## src/rtl/len5_config_pkg.sv

```systemverilog
// Build-time configuration knobs for the len5 core.
package len5_config_pkg;

  // Number of return-address stack entries (power of 2, at least 2).
  localparam int unsigned RAS_DEPTH = 8;

endpackage

```

## src/rtl/len5_pkg.sv

```systemverilog
// Shared len5 core constants used across the front end.
package len5_pkg;

  // Architectural register / address width.
  localparam int unsigned XLEN = 64;

endpackage

```

## src/rtl/return_address_stack.sv

```systemverilog
// Return address stack for the BPU/fetch front end.
// Circular buffer of return addresses. Calls push, returns pop, and a
// simultaneous call+return replaces the top in place. Overflow overwrites
// the oldest entry. Underflow is ignored. Flush empties the stack.
module return_address_stack
  import len5_pkg::*;
  import len5_config_pkg::*;
#(
  parameter int unsigned DEPTH = RAS_DEPTH
) (
  input  logic            clk_i,
  input  logic            rst_ni,
  input  logic            flush_i,
  input  logic            push_i,
  input  logic            pop_i,
  input  logic [XLEN-1:0] ret_addr_i,
  output logic            valid_o,
  output logic [XLEN-1:0] ret_addr_o
);

  localparam int unsigned PTR_W = $clog2(DEPTH);
  localparam logic [PTR_W:0] CNT_FULL = (PTR_W + 1)'(DEPTH);

  logic [XLEN-1:0]  entries [DEPTH];
  logic [PTR_W-1:0] tos;
  logic [PTR_W:0]   cnt;

  logic [PTR_W-1:0] tos_nxt;
  logic [PTR_W:0]   cnt_nxt;
  logic [PTR_W-1:0] wr_ptr;
  logic             wr_en;

  // Outputs come straight from registered state: no input-to-output path.
  assign ret_addr_o = entries[tos];
  assign valid_o    = (cnt != '0);

  // Next pointer/counter and write target; flush overrides push and pop.
  always_comb begin
    tos_nxt = tos;
    cnt_nxt = cnt;
    wr_ptr  = tos;
    wr_en   = 1'b0;
    if (flush_i) begin
      tos_nxt = '0;
      cnt_nxt = '0;
    end else if (push_i && pop_i) begin
      // Tail call: the returning frame is replaced by the new one.
      wr_en = 1'b1;
      if (cnt == '0) begin
        cnt_nxt = (PTR_W + 1)'(1);
      end
    end else if (push_i) begin
      tos_nxt = tos + PTR_W'(1);
      wr_ptr  = tos + PTR_W'(1);
      wr_en   = 1'b1;
      // When full the pointer wrap silently overwrites the oldest entry.
      if (cnt != CNT_FULL) begin
        cnt_nxt = cnt + (PTR_W + 1)'(1);
      end
    end else if (pop_i && (cnt != '0)) begin
      tos_nxt = tos - PTR_W'(1);
      cnt_nxt = cnt - (PTR_W + 1)'(1);
    end
  end

  // Top pointer and occupancy counter.
  always_ff @(posedge clk_i or negedge rst_ni) begin
    if (!rst_ni) begin
      tos <= '0;
      cnt <= '0;
    end else begin
      tos <= tos_nxt;
      cnt <= cnt_nxt;
    end
  end

  // Entry storage; cleared on reset so an empty stack reads as zero.
  always_ff @(posedge clk_i or negedge rst_ni) begin
    if (!rst_ni) begin
      for (int i = 0; i < int'(DEPTH); i++) begin
        entries[i] <= '0;
      end
    end else if (wr_en) begin
      entries[wr_ptr] <= ret_addr_i;
    end
  end

endmodule

```

## config.mk

```make
export PLATFORM = sky130hd
export DESIGN_NAME = return_address_stack
export DESIGN_NICKNAME = d
export VERILOG_FILES = /design/src/rtl/len5_config_pkg.sv /design/src/rtl/len5_pkg.sv /design/src/rtl/return_address_stack.sv
export SDC_FILE = /design/constraint.sdc
export NUM_CORES = 1
export LEC_CHECK = 0
export ABC_AREA = 0
export BUFFER_PORTS_ARGS = -buffer_cell sky130_fd_sc_hd__buf_2
export CORE_MARGIN = 5
export CORE_UTILIZATION = 60
export DETAILED_ROUTE_END_ITERATION = 7
export PLACE_DENSITY = 0.9
export SETUP_SLACK_MARGIN = 0.05
export SLEW_MARGIN = 20
export SYNTH_ARGS = -nofsm -noshare
export SYNTH_HDL_FRONTEND = slang
export SYNTH_SLANG_ARGS = --single-unit
```

## constraint.sdc

```tcl
create_clock -name clk_i -period 3.4 [get_ports clk_i]
set_input_delay 0.68 -clock clk_i [delete_from_list [all_inputs] [get_ports clk_i]]
set_output_delay 0.68 -clock clk_i [all_outputs]
set_load 0.03 [all_outputs]
```

==> out/results.txt, run 1 <==
Cell Chain, Critical Path: buf_12 > buf_4 > mux4_2 > mux2_2 > buf_2
clock-pin slew on the worst setup and hold paths: 0.06 ns
Hold Crit Class: input pin to asynchronous set/reset pin
number of fill cells: 2488
Synth warnings: 0
DRC viols: 0
kind of critical path: register to output port
Critical Path RT: 2.72 ns
Worst EP arrival: 2.57 ns
RSZ-0062 raised after global routing: false
hpwl dp: 30.6 mm
area delta synth->final: 13.4%
Via density: 6.15
CTS tree: done
Leakage Power: 0.0121 uW
first-pass GRT wire length: 83.3 mm
Logic pwr share: 34.4%
drt first-iter violations: 802
Total Wirelength: 50.7 mm
H-tree Lvls: 2
Die ar.: 0.0432 mm2
Netlist cell types: 47
Buf/Inv on CP: 3
Syn Inst Count: 1396
area occupied by multi-input gates: 0.00997 mm2
maximum clock insertion buffer count: 3
Peak VDD IR: 0.585 mV
gr ovfl total: 0
CP max stage delay: 0.51 ns
Clk network pwr share: 23.4%
slew at the pin closest to its max-slew limit: 0.739 ns
Post-DRT Antenna Nets: 0
Critical Path Fanout Max: 30
post-synth top area cell: dfrtp_1
Synth area leaders: dfrtp_1, mux2_2, mux4_2, mux2_1, buf_6
post-synthesis cell area: 0.0235 mm2
initial antenna violation count: 5
Util after Layout: 68.8%
Fin Clk Skew: 0.0228 ns
Final Setup Violations: 0
area share of the largest cell type after synthesis: 55.2%
async set-reset flop share out of synthesis: 100%
switching power: 7470 uW
relative slew slack: 50.7%
Sw Share: 31.7%
Die X: 208 um
Seq/Total Area, Yosys: 55.2%
core area: 0.0387 mm2
global placement routability congestion: 0.778
Sequential Area: 0.0130 mm2
Worst path slowest cell: mux4_2
Cells after DPL: 2002
Non-Filler Instances: 2103
share of cells above drive strength 1: 56.6%
Die Span Y: 208 um
CP delay by family, top: multiplexers
hold_buf cts: 0
Post-synth EDFFs: 0
startpoint types: register
Slew Limit Fails: 0
Syn Area/Cell: 16.8 um2
Tcrit/Tclk final: 95.5%
Setup TNS: 0 ns
I/O Buffers: 133
f_max: 308 MHz
# IOs: 134
Final Net Count: 1614
syn nets: 1470
Seq cells post-synth: 519
pin count of the biggest net entering global routing: 101
Reg power frac: 42.2%
routed len/inst: 24.1 um
GRT Overall Usage: 24.0%
Top FF cell, synth: dfrtp_1
Setup crit end kind: output port
Initial Utilization: 60.7%
Worst-Skew Late Latency: 0.59 ns
Rows: 72
Cell Pwr Density: 885 mW/mm2
Vias: 12900
CTS buffer count: 52
endpoints failing hold: 0
Root Driver: clkbuf_16
vias in the first global route: 14800
outcome: complete, no violations
clk sinks: 519
Initial DRT Pass Iterations: 4
Tmin final: 3.25 ns
Int Pwr: 16100 uW
MaxCap Viol Count: 0
routing by layer:
layer  up-vias  routed length, um  part of all wire [%]  global-route usage [%]
li1       5558                  -                     -                       -
met1      7013              21500                    42                    33.2
met2       284              25900                    51                    40.4
met3        77               2130                   4.2                    3.62
met4         4               1100                   2.2                    6.95
met5         -                 26                 0.051                       0
synth_stat cells (3+ instances only):
master,number
buf_1,7
ha_1,4
nor2_1,4
nand2_2,3
dfrtp_1,519
mux2_1,87
o21ai_0,4
mux4_2,128
nor3_1,4
inv_1,6
buf_4,8
buf_6,19
clkbuf_1,16
buf_2,41
nor3b_1,3
a21oi_1,8
mux2_2,489
nand2_1,3
nand3_1,5
nand2b_1,4
power by group through the flow:
| stage | Sequential (uW) | Clock (uW) | Combinational (uW) |
|---|---|---|---|
| 2_1_floorplan | 9450 | 0 | 6330 |
| 3_3_place_gp | 9810 | 0 | 7850 |
| 3_5_place_dp | 10000 | 0 | 8140 |
| 4_1_cts | 9940 | 5640 | 8230 |
| 5_1_grt | 10200 | 5880 | 8700 |
| 6_report | 9950 | 5520 | 8120 |
final timing paths:
kind                       cells after the start      startpoint  slack (ns)        endpoint
max                                            5          tos[0]        0.15  ret_addr_o[55]
max reg2reg                                    7          tos[1]        0.68      entries[0]
min reg2reg                                    1     entries[18]        0.48     entries[18]
min                                            1          rst_ni         0.1    entries[248]
min in group clk_i                             2  ret_addr_i[53]        0.41    entries[181]
max in group asynchronous                      3          rst_ni        2.26    entries[361]
worst reg2reg max path, cell delays in order (launching register included):
cell and delay, ns:
dfrtp_4 0.60, inv_1 0.14, ha_1 0.30, or3b_1 0.36, a21oi_2 0.22, and2_4 0.36, buf_12 0.25, mux2_2 0.37
flip-flops by register name (all words and copies together) (netlist names):
name     cells
entries    512
cnt          4
tos          3
area by class of cell:
| class | count | share of cell area [%] |
|---|---|---|
| Multi-Input combinational cell | 780 | 37.4 |
| Timing Repair Buffer | 181 | 5.04 |
| Sequential cell | 519 | 48.8 |
| Clock buffer | 83 | 5.93 |
| Clock inverter | 13 | 0.300 |
| Antenna cell | 3 | 0.0282 |
| Inverter | 6 | 0.0845 |
| Tap cell | 518 | 2.43 |
logic make-up (layout without fill, tap and decap cells):
| logic type | count (synthesis) | in the layout | share of synthesized area [%] |
|---|---|---|---|
| adder cells (fa/ha/maj) | 5 | 5 | 0.298 |
| AND/OR/NAND/NOR | 43 | 43 | 1.16 |
| XOR/XNOR | 5 | 5 | 0.298 |
| multiplexers | 706 | 706 | 39.9 |
| other | 0 | 3 | 0 |
| buffers and inverters | 97 | 283 | 2.50 |
| AO/OA/AOI/OAI | 21 | 21 | 0.554 |
| flip-flops | 519 | 519 | 55.2 |
cell usage in the layout (no fill, tap or decap), types with 11 or more instances in the layout:
master / instances
dfrtp_1: 516
mux2_2: 489
buf_2: 132
mux4_2: 128
mux2_1: 87
clkbuf_16: 54
buf_4: 24
buf_12: 23
clkbuf_1: 17
clkbuf_8: 12
clkinv_2: 11
repair_timing:
action	in CTS	in global routing
setup endpoints to repair	45	0
setup buffers	2	0
resized for setup	1	0
per-stage QoR:
| step | setup slack, ns | total power, uW | hold slack [ns] | cell area, um2 |
|---|---|---|---|---|
| floorplan | 0.623 | 15800 | 0.384 | 23500 |
| global placement | 0.615 | 17700 | 0.462 | 25000 |
| detailed placement | 0.567 | 18200 | 0.470 | 25000 |
| CTS | 0.113 | 23800 | 0.0914 | 26600 |
| global route | 0.0565 | 24800 | 0.127 | 26600 |
| finish | 0.153 | 23600 | 0.0984 | 26600 |
(Power assumes the default switching activity.)
==> run 2: changes to the inputs <==
- CORE_UTILIZATION: 60 -> 61
- PLACE_DENSITY: 0.9 -> 0.91
==> run 2 against run 1 <==
Via count about the same. Sequential power down 0.5%. Critical path depth down 1. Non-clock buffer count up 7. Total power up 1.1%. Sequential share of layout area down 0.15 points. Combinational power about the same. Clock skew down 0.011 ns. Clock power up 4.9%. First-iteration DRC count down 4.0%. Global-route usage up 0.72 points. Die area down 1.6%. Critical path type unchanged. Critical endpoint is now ret_addr_o[11]. Largest power group unchanged.
==> out/results.txt, run 2 (synthesized netlist as in run 1, its figures left out) <==
outcome: complete, no violations
# IOs: 134 (unchanged)
endpoints failing hold: 0 (unchanged)
Initial Utilization: 61.3% (+0.57 points)
I/O Buffers: 133 (unchanged)
Tmin final: 3.25 ns (+0.00459 ns)
area delta synth->final: 13.7%
relative slew slack: 47.0% (-3.7 points)
Final Setup Violations: 0 (unchanged)
RSZ-0062 raised after global routing: false
Setup TNS: 0 ns (unchanged)
MaxCap Viol Count: 0 (unchanged)
routed len/inst: 24.1 um (about the same)
Worst path slowest cell: mux4_2
Vias: 12900 (+0.039%)
Peak VDD IR: 0.644 mV (+10%)
Worst-Skew Late Latency: 0.58 ns (about the same)
Root Driver: clkbuf_16
Critical Path RT: 2.72 ns (about the same)
number of fill cells: 2440 (-1.9%)
f_max: 308 MHz (-0.14%)
first-pass GRT wire length: 82.0 mm (-1.5%)
share of cells above drive strength 1: 57.2% (+0.62 points)
clock-pin slew on the worst setup and hold paths: 0.06 ns (about the same)
kind of critical path: register to output port
pre-CTS setup slack: 0.473 ns (-0.0937 ns)
largest register by flop count: entries
commonest non-fill, non-tap cell in the layout: dfrtp_1
Die ar.: 0.0426 mm2 (-1.6%)
CTS buffer count: 51 (-1.9%)
clk sinks: 519 (unchanged)
Rows: 72 (unchanged)
WHS: 0.145 ns (+0.0470 ns)
Setup crit end kind: output port
startpoint types: register
Slew Limit Fails: 0 (unchanged)
Die Span Y: 206 um (-0.78%)
biggest regs: entries (512), cnt (4), tos (3)
maximum clock insertion buffer count: 3 (unchanged)
drt first-iter violations: 770 (-4.0%)
DRC viols: 0 (unchanged)
Cell Pwr Density: 892 mW/mm2 (+0.76%)
Post-DRT Antenna Nets: 0 (unchanged)
Final Net Count: 1620 (+0.37%)
CP max stage delay: 0.57 ns (+0.06 ns)
most frequent cells in the layout: dfrtp_1, mux2_2, buf_2
Worst EP arrival: 2.57 ns (about the same)
Hold Crit Class: input pin to asynchronous set/reset pin
initial antenna violation count: 8 (+3)
Initial DRT Pass Iterations: 5 (+1)
gr ovfl total: 0 (unchanged)
Via density: 6.14 (-0.20%)
Cell Chain, Critical Path: buf_16 > mux4_2 > mux2_2 > buf_2
GRT Overall Usage: 24.7% (+0.72 points)
H-tree Lvls: 2 (unchanged)
Tcrit/Tclk final: 95.6% (+0.13 points)
vias in the first global route: 14300 (-3.6%)
Leakage Power: 0.0122 uW (+0.45%)
hpwl dp: 29.8 mm (-2.5%)
slew at the pin closest to its max-slew limit: 0.795 ns (+0.0552 ns)
global placement routability congestion: 0.769 (-1.2%)
max reg flops: 512 (unchanged)
hold_buf cts: 0 (unchanged)
Critical Path Fanout Max: 43 (+43%)
Die X: 206 um (-0.78%)
Fin Clk Skew: 0.0117 ns (-0.0111 ns)
Total Wirelength: 50.8 mm (+0.20%)
post-route setup slack: 0.149 ns (-0.00459 ns)
CTS tree: done
pin count of the biggest net entering global routing: 93 (-7.9%)
core area: 0.0384 mm2 (-0.93%)
[run 2: final timing paths]
kind | startpoint | endpoint | slack [ns] | cells after the start
worst max-delay path | tos[0] | ret_addr_o[11] | 0.15 | 4
worst min-delay path | rst_ni | entries[185] | 0.15 | 1
worst max register to register | tos[0] | entries[59] | 0.40 | 8
worst min register to register | entries[53] | entries[53] | 0.49 | 1
max in group asynchronous | rst_ni | entries[332] | 2.27 | 3
min in group clk_i | ret_addr_i[24] | entries[24] | 0.42 | 2
[run 2: final cells by class]
class | instances | area [um2] | area share (%)
Multi-Input combinational cell | 780 | 9970 | 37.3
Tap cell | 518 | 648 | 2.42
Clock buffer | 78 | 1590 | 5.95
Inverter | 6 | 22.5 | 0.0843
Clock inverter | 13 | 149 | 0.557
Antenna cell | 6 | 15.0 | 0.0562
Sequential cell | 519 | 13000 | 48.6
Timing Repair Buffer | 188 | 1340 | 5.01
[run 2: repair_timing]
item                                    CTS  global route
endpoints found under the setup margin   59            37
cloned                                    1             0
setup buffers                             1             6
resized for setup                         4             0
hold endpoints to repair                  0             0
[run 2: layer usage]
| metal | global-route usage, % | share of wire [%] | up-vias |
|---|---|---|---|
| met4 | 6.96 | 2.5 | 8 |
| met2 | 40.1 | 50 | 268 |
| met5 | 0 | 0.098 | - |
| met1 | 35.3 | 43 | 7004 |
| li1 | - | - | 5570 |
| met3 | 4.08 | 4.3 | 91 |
[run 2: where the power goes]
group / total (uW) / internal (uW) / switching [uW]
sequential: 9900 / 8630 / 1280
combinational: 8150 / 4330 / 3820
clock: 5790 / 3440 / 2350
[run 2: critical path, delay by kind of cell, from the launching register on]
kind | cells | cell delay (ns)
buffers and inverters | 2 | 0.53
flip-flops | 1 | 0.56
multiplexers | 2 | 0.87
[run 2: through the flow]
stage | util [%] | instance area, um2 | instances | power (uW)
finish | 69.7 | 26700 | 2108 | 23800
global route | 69.6 | 26700 | 2106 | 25100
CTS | 69.5 | 26700 | 2096 | 24000
detailed placement | 64.8 | 24900 | 2003 | 18000
global placement | 64.8 | 24900 | 2003 | 17600
floorplan | - | 23500 | 1396 | 15800
